[src/rtl/argo_chan_arbiter_if.sv]
// rtl/argo_chan_arbiter_if.sv - writer/FIFO-side signal bundle for the channel arbiter
interface argo_chan_arbiter_if #(
    parameter int NUM_WRITERS = 4,
    parameter int ID_WIDTH    = 2,
    parameter int DATA_WIDTH  = 32,
    parameter int ADDR_WIDTH  = 3
);
    logic [NUM_WRITERS-1:0]            wr_req;
    logic [NUM_WRITERS*DATA_WIDTH-1:0] wr_data;
    logic [NUM_WRITERS-1:0]            wr_ack;
    logic                              fifo_wr_en;
    logic [DATA_WIDTH-1:0]             fifo_wr_data;
    logic                              fifo_full;
    logic                              fifo_rd_en;
    logic [ID_WIDTH-1:0]               grant_id;
    logic [ADDR_WIDTH:0]               credits;

    modport master (
        output wr_req, wr_data, fifo_full, fifo_rd_en,
        input  wr_ack, fifo_wr_en, fifo_wr_data, grant_id, credits
    );

    modport slave (
        input  wr_req, wr_data, fifo_full, fifo_rd_en,
        output wr_ack, fifo_wr_en, fifo_wr_data, grant_id, credits
    );
endinterface

[src/rtl/argo_chan_arbiter.sv]
// rtl/argo_chan_arbiter.sv - round-robin multi-writer front end with credit tracking for one FIFO channel
module argo_chan_arbiter #(
    parameter int NUM_WRITERS = 4,
    parameter int ID_WIDTH    = 2,
    parameter int DATA_WIDTH  = 32,
    parameter int ADDR_WIDTH  = 3,
    parameter int DEPTH       = 1 << ADDR_WIDTH
) (
    input  logic               clk,
    input  logic               rst,
    argo_chan_arbiter_if.slave bus
);
    localparam logic [ADDR_WIDTH:0]  CRED_MAX = (ADDR_WIDTH+1)'(DEPTH - 1);
    localparam logic [ADDR_WIDTH:0]  CRED_ONE = (ADDR_WIDTH+1)'(1);
    localparam logic [ID_WIDTH-1:0]  LAST_ID  = ID_WIDTH'(NUM_WRITERS - 1);
    localparam logic [ID_WIDTH-1:0]  ID_ONE   = ID_WIDTH'(1);

    logic [ID_WIDTH-1:0]    rr_ptr;
    logic [ADDR_WIDTH:0]    credits_q;
    logic [NUM_WRITERS-1:0] wr_ack_q;
    logic                   wr_en_q;
    logic [DATA_WIDTH-1:0]  wr_data_q;
    logic [ID_WIDTH-1:0]    grant_q;

    logic [NUM_WRITERS-1:0] eligible;
    logic                   found;
    logic [ID_WIDTH-1:0]    winner;
    logic [DATA_WIDTH-1:0]  win_data;
    logic                   issue;
    int                     scan_idx;

    // The ack mask keeps a writer that is still dropping its request from being accepted twice.
    always_comb begin
        eligible = bus.wr_req & ~wr_ack_q;
        found    = 1'b0;
        winner   = '0;
        win_data = '0;
        scan_idx = 0;
        for (int k = 0; k < NUM_WRITERS; k++) begin
            scan_idx = int'(rr_ptr) + k;
            if (scan_idx >= NUM_WRITERS) scan_idx = scan_idx - NUM_WRITERS;
            if (!found && eligible[ID_WIDTH'(scan_idx)]) begin
                found    = 1'b1;
                winner   = ID_WIDTH'(scan_idx);
                win_data = bus.wr_data[scan_idx*DATA_WIDTH +: DATA_WIDTH];
            end
        end
        issue = found && (credits_q != '0) && !bus.fifo_full;
    end

    always_ff @(posedge clk) begin
        if (rst) begin
            rr_ptr    <= '0;
            credits_q <= CRED_MAX;
            wr_ack_q  <= '0;
            wr_en_q   <= 1'b0;
            wr_data_q <= '0;
            grant_q   <= '0;
        end else begin
            wr_en_q  <= issue;
            wr_ack_q <= issue ? (NUM_WRITERS'(1) << winner) : '0;
            if (issue) begin
                wr_data_q <= win_data;
                grant_q   <= winner;
                rr_ptr    <= (winner == LAST_ID) ? '0 : winner + ID_ONE;
            end
            // A read of an empty FIFO must not push credits past the usable capacity.
            if (issue && !bus.fifo_rd_en)
                credits_q <= credits_q - CRED_ONE;
            else if (!issue && bus.fifo_rd_en && credits_q != CRED_MAX)
                credits_q <= credits_q + CRED_ONE;
        end
    end

    assign bus.wr_ack       = wr_ack_q;
    assign bus.fifo_wr_en   = wr_en_q;
    assign bus.fifo_wr_data = wr_data_q;
    assign bus.grant_id     = grant_q;
    assign bus.credits      = credits_q;
endmodule

[src/flat_wrapper.sv]
// flat-port wrapper written by rule: the top's interface ports become plain ports
module argo_chan_arbiter_flat 
#(
    parameter int NUM_WRITERS = 4,
    parameter int ID_WIDTH    = 2,
    parameter int DATA_WIDTH  = 32,
    parameter int ADDR_WIDTH  = 3,
    parameter int DEPTH       = 1 << ADDR_WIDTH
)
  (clk, rst, bus_wr_req, bus_wr_data, bus_fifo_full, bus_fifo_rd_en, bus_wr_ack, bus_fifo_wr_en, bus_fifo_wr_data, bus_grant_id, bus_credits);
  argo_chan_arbiter_if #(.NUM_WRITERS(NUM_WRITERS), .ID_WIDTH(ID_WIDTH), .DATA_WIDTH(DATA_WIDTH), .ADDR_WIDTH(ADDR_WIDTH)) bus_i ();
  input  logic clk;
  input  logic rst;
  input wire logic [$bits(bus_i.wr_req)-1:0] bus_wr_req;
  input wire logic [$bits(bus_i.wr_data)-1:0] bus_wr_data;
  input wire logic [$bits(bus_i.fifo_full)-1:0] bus_fifo_full;
  input wire logic [$bits(bus_i.fifo_rd_en)-1:0] bus_fifo_rd_en;
  output wire logic [$bits(bus_i.wr_ack)-1:0] bus_wr_ack;
  output wire logic [$bits(bus_i.fifo_wr_en)-1:0] bus_fifo_wr_en;
  output wire logic [$bits(bus_i.fifo_wr_data)-1:0] bus_fifo_wr_data;
  output wire logic [$bits(bus_i.grant_id)-1:0] bus_grant_id;
  output wire logic [$bits(bus_i.credits)-1:0] bus_credits;
  assign bus_i.wr_req = bus_wr_req;
  assign bus_i.wr_data = bus_wr_data;
  assign bus_i.fifo_full = bus_fifo_full;
  assign bus_i.fifo_rd_en = bus_fifo_rd_en;
  assign bus_wr_ack = bus_i.wr_ack;
  assign bus_fifo_wr_en = bus_i.fifo_wr_en;
  assign bus_fifo_wr_data = bus_i.fifo_wr_data;
  assign bus_grant_id = bus_i.grant_id;
  assign bus_credits = bus_i.credits;
  argo_chan_arbiter #(.NUM_WRITERS(NUM_WRITERS), .ID_WIDTH(ID_WIDTH), .DATA_WIDTH(DATA_WIDTH), .ADDR_WIDTH(ADDR_WIDTH), .DEPTH(DEPTH)) u_core (.clk(clk), .rst(rst), .bus(bus_i));
endmodule
[config.mk]
export PLATFORM = sky130hd
export DESIGN_NAME = argo_chan_arbiter_flat
export DESIGN_NICKNAME = d
export VERILOG_FILES = /design/src/rtl/argo_chan_arbiter_if.sv /design/src/rtl/argo_chan_arbiter.sv /design/src/flat_wrapper.sv
export SDC_FILE = /design/constraint.sdc
export NUM_CORES = 1
export LEC_CHECK = 0
export CAP_MARGIN = 30
export CORE_MARGIN = 2
export CORE_UTILIZATION = 23
export DETAILED_ROUTE_END_ITERATION = 8
export PLACE_DENSITY = 0.54
export SYNTH_ARGS = -nofsm -noshare
export SYNTH_HDL_FRONTEND = slang
export SYNTH_SLANG_ARGS = --single-unit
[constraint.sdc]
create_clock -name clk -period 7.4 [get_ports clk]
set_input_delay 1.48 -clock clk [delete_from_list [all_inputs] [get_ports clk]]
set_output_delay 1.48 -clock clk [all_outputs]
set_load 0.01 [all_outputs]
==> impl_metrics.ini <==
[status]
status = complete, no violations

[cts]
cts_buffers = 5
clock_sink_count = 45
cts_root_buf = clkbuf_16
post_cts_resized = 0
h-tree-depth = 2
clockBufferDepth = 2
clk-insertion-delay-late_ns = 0.31
cts_tree = built
post_cts_buffers = 0
clk_pin_slew_worst_paths_ns = 0.07
cts_hold_buf = 0

[layout]
area_delta_synth_final_pct = 42.13
drive_gt1_frac = 0.2088
nets = 780
final_common_cell = clkdlybuf4s50_1
most-common-layout-cells = 177 x clkdlybuf4s50_1, 67 x mux4_2, 59 x mux2i_1, 44 x dfxtp_1, 30 x nor2_1
stdcell_count = 918
fill_cells = 2185

[setup_path]
critical_path.cell_chain = clkdlybuf4s50_1, nor2b_1, mux4_2, o21ai_1, nand2_1, buf_4, o22ai_1, a2111oi_0, nor3_1
crit_type = in2reg
cpMaxStageDelayCell = nand2_1
required_ns = 7.58
slowest_delay_ns = 0.75
cp_max_fo = 20
start_kind = input port
arrival_ns = 4.81
end_kind = register

[placement]
place.gp.congestion = 0.8279
portBuffers = 178
post-dp-hpwl_um = 13210
dp.cells = 909

[yosys]
syn_avg_cell_area_um2 = 10.59
ys_warn_count = 0
synth-seq-area-share = 0.1742
synthesis.nets = 632
synth-main-ff-cell = dfxtp_1
synth_seq_cells = 45
async_flop_share = 0
synth.distinct_cells = 65
synthCells = 488
synth-edff-count = 0
syn-cell-area_mm2 = 0.005170

[floorplanning]
start_util = 0.2354
rows = 54
die_height_um = 153.9
dieArea_mm2 = 0.02369
fp.coreArea_mm2 = 0.02196
io_pins = 179
die_w_um = 153.9

[sta]
rsz0062_at_grt = false
slew_viol_final = 0
clock.fmax_mhz = 215.9
setup_viol = 0
worst_pin_slew_ns = 0.9532
hold_viol = 0
slew_headroom = 0.3630
setup-tns-final_ns = 0
period_minus_slack_ns = 4.631
fin_crit_sh = 0.6258
clock_skew_ns = 0.01233

[pwr]
swShare = 0.4317
power_frac_seq = 0.166
p_clk_frac = 0.109
ir_drop_uv = 184.2
comb_power_share = 0.725
p_switching_w = 0.001089
power_density_mw_per_mm2 = 343.4
p_int_w = 0.001434
leakage_nw = 2.378

[detailed_routing]
drt_iter0_drc = 168
vias = 4898
dr.pass1.iters = 5
routed_wl_um = 17820
drc_errors = 0
routedWlPerCell_um = 19.42
viasPerCell = 5.336
ant_nets = 0

[grt]
antenna_found_initial = 1
grt.total_usage = 0.1483
grt_overflow = 0
grt_max_degree = 59
grt_pass1_vias = 4881
grt_pass1_wl_um = 27830

[job]
maxCapViolations = 0

[hold_path]
hp-class = reg2reg
## sequential cells by signal (all words and copies together) (netlist names), named ones only
signal                   cells
u_core.bus.credits           4
u_core.bus.fifo_wr_en        1
u_core.rr_ptr                1
u_core.bus.fifo_wr_data     32
u_core.bus.grant_id          2
u_core.bus.wr_ack            4
## Yosys cell counts, drive strengths merged (6+ instances only)
library cell	count	area (um2)
o22ai	24	150.1
mux2	8	90.09
a2111oi	14	133.9
nor2b	20	147.6
nor3	23	182.7
a221oi	8	70.07
nand2b	6	37.54
buf	34	206.4
mux4	67	1509
clkbuf	13	48.80
a32o	8	80.08
mux2i	61	626.9
o21ai	22	113.9
nand3	11	67.57
nand2	18	67.56
a21oi	16	80.08
ha	7	87.58
dfxtp	45	900.9
a22oi	8	60.06
nor2	32	122.6
## cell families (layout without fill, tap and decap cells)
logic type | after synthesis | count (layout) | share of synthesized area
buf+inv | 53 | 202 | 0.05421
fa+ha+maj | 8 | 8 | 0.02081
simple gates | 119 | 119 | 0.1355
flops | 45 | 45 | 0.1742
compound gates | 122 | 122 | 0.1762
mux | 136 | 136 | 0.4305
other cells | 0 | 1 | 0
xor+xnor | 5 | 5 | 0.008472
## final timing paths
| path | from | to | slack [ns] | cells past startpoint |
|---|---|---|---|---|
| min | u_core.bus.fifo_wr_data[17] | u_core.bus.fifo_wr_data[17] | 0.47 | 1 |
| max reg2reg | u_core.rr_ptr[1] | u_core.bus.fifo_wr_data[6] | 3.56 | 9 |
| max | bus_wr_req[1] | u_core.bus.fifo_wr_data[26] | 2.77 | 9 |
| min reg2reg | u_core.bus.fifo_wr_data[17] | u_core.bus.fifo_wr_data[17] | 0.47 | 1 |
## worst max-delay path, delay by kind of cell
family | cells | cell delay (ns)
AND/OR/NAND/NOR | 3 | 1.40
buffers and inverters | 2 | 0.82
AO/OA/AOI/OAI | 3 | 0.60
multiplexers | 1 | 0.50
## cell type report
cell class | instances | area, um2 | area share
antenna | 1 | 2.502 | 0.0003405
clock buffer | 5 | 125.1 | 0.01703
clock inverter | 3 | 45.04 | 0.006130
inverter | 6 | 25.02 | 0.003405
multi-input combinational | 390 | 4016 | 0.5466
sequential | 45 | 904.6 | 0.1231
tap | 280 | 350.3 | 0.04768
timing repair buffer | 188 | 1879 | 0.2557
## metal layers
| layer | global-route usage | vias to the layer above | share of wire |
|---|---|---|---|
| li1 | - | 2297 | - |
| met5 | 0 | - | 0 |
| met2 | 0.2550 | 166 | 0.50 |
| met4 | 0.03961 | 0 | 0.016 |
| met1 | 0.1902 | 2421 | 0.42 |
| met3 | 0.02931 | 14 | 0.058 |
## power groups by stage
stage	Clock, W	Sequential, W	Combinational (W)
after floorplan	0	0.000403	0.00134
after global placement	0	0.000427	0.00181
after detailed placement	0	0.000425	0.00184
after CTS	0.000288	0.000422	0.00185
after global routing	0.000298	0.000433	0.00199
final	0.000275	0.000418	0.00183
## metrics by stage
step / area, um2 / utilization / total power, W / worst slack (ns) / hold slack [ns]
after floorplan: 5170 / - / 0.001747 / 3.894 / 0.5105
after global placement: 7133 / 0.3248 / 0.002235 / 2.561 / 0.4556
after detailed placement: 7176 / 0.3268 / 0.002270 / 2.425 / 0.4537
after CTS: 7346 / 0.3345 / 0.002563 / 2.761 / 0.4717
after global routing: 7348 / 0.3346 / 0.002717 / 2.412 / 0.5002
final: 7348 / 0.3346 / 0.002523 / 2.769 / 0.4684
Note: power is estimated with default switching activity, not from simulation.
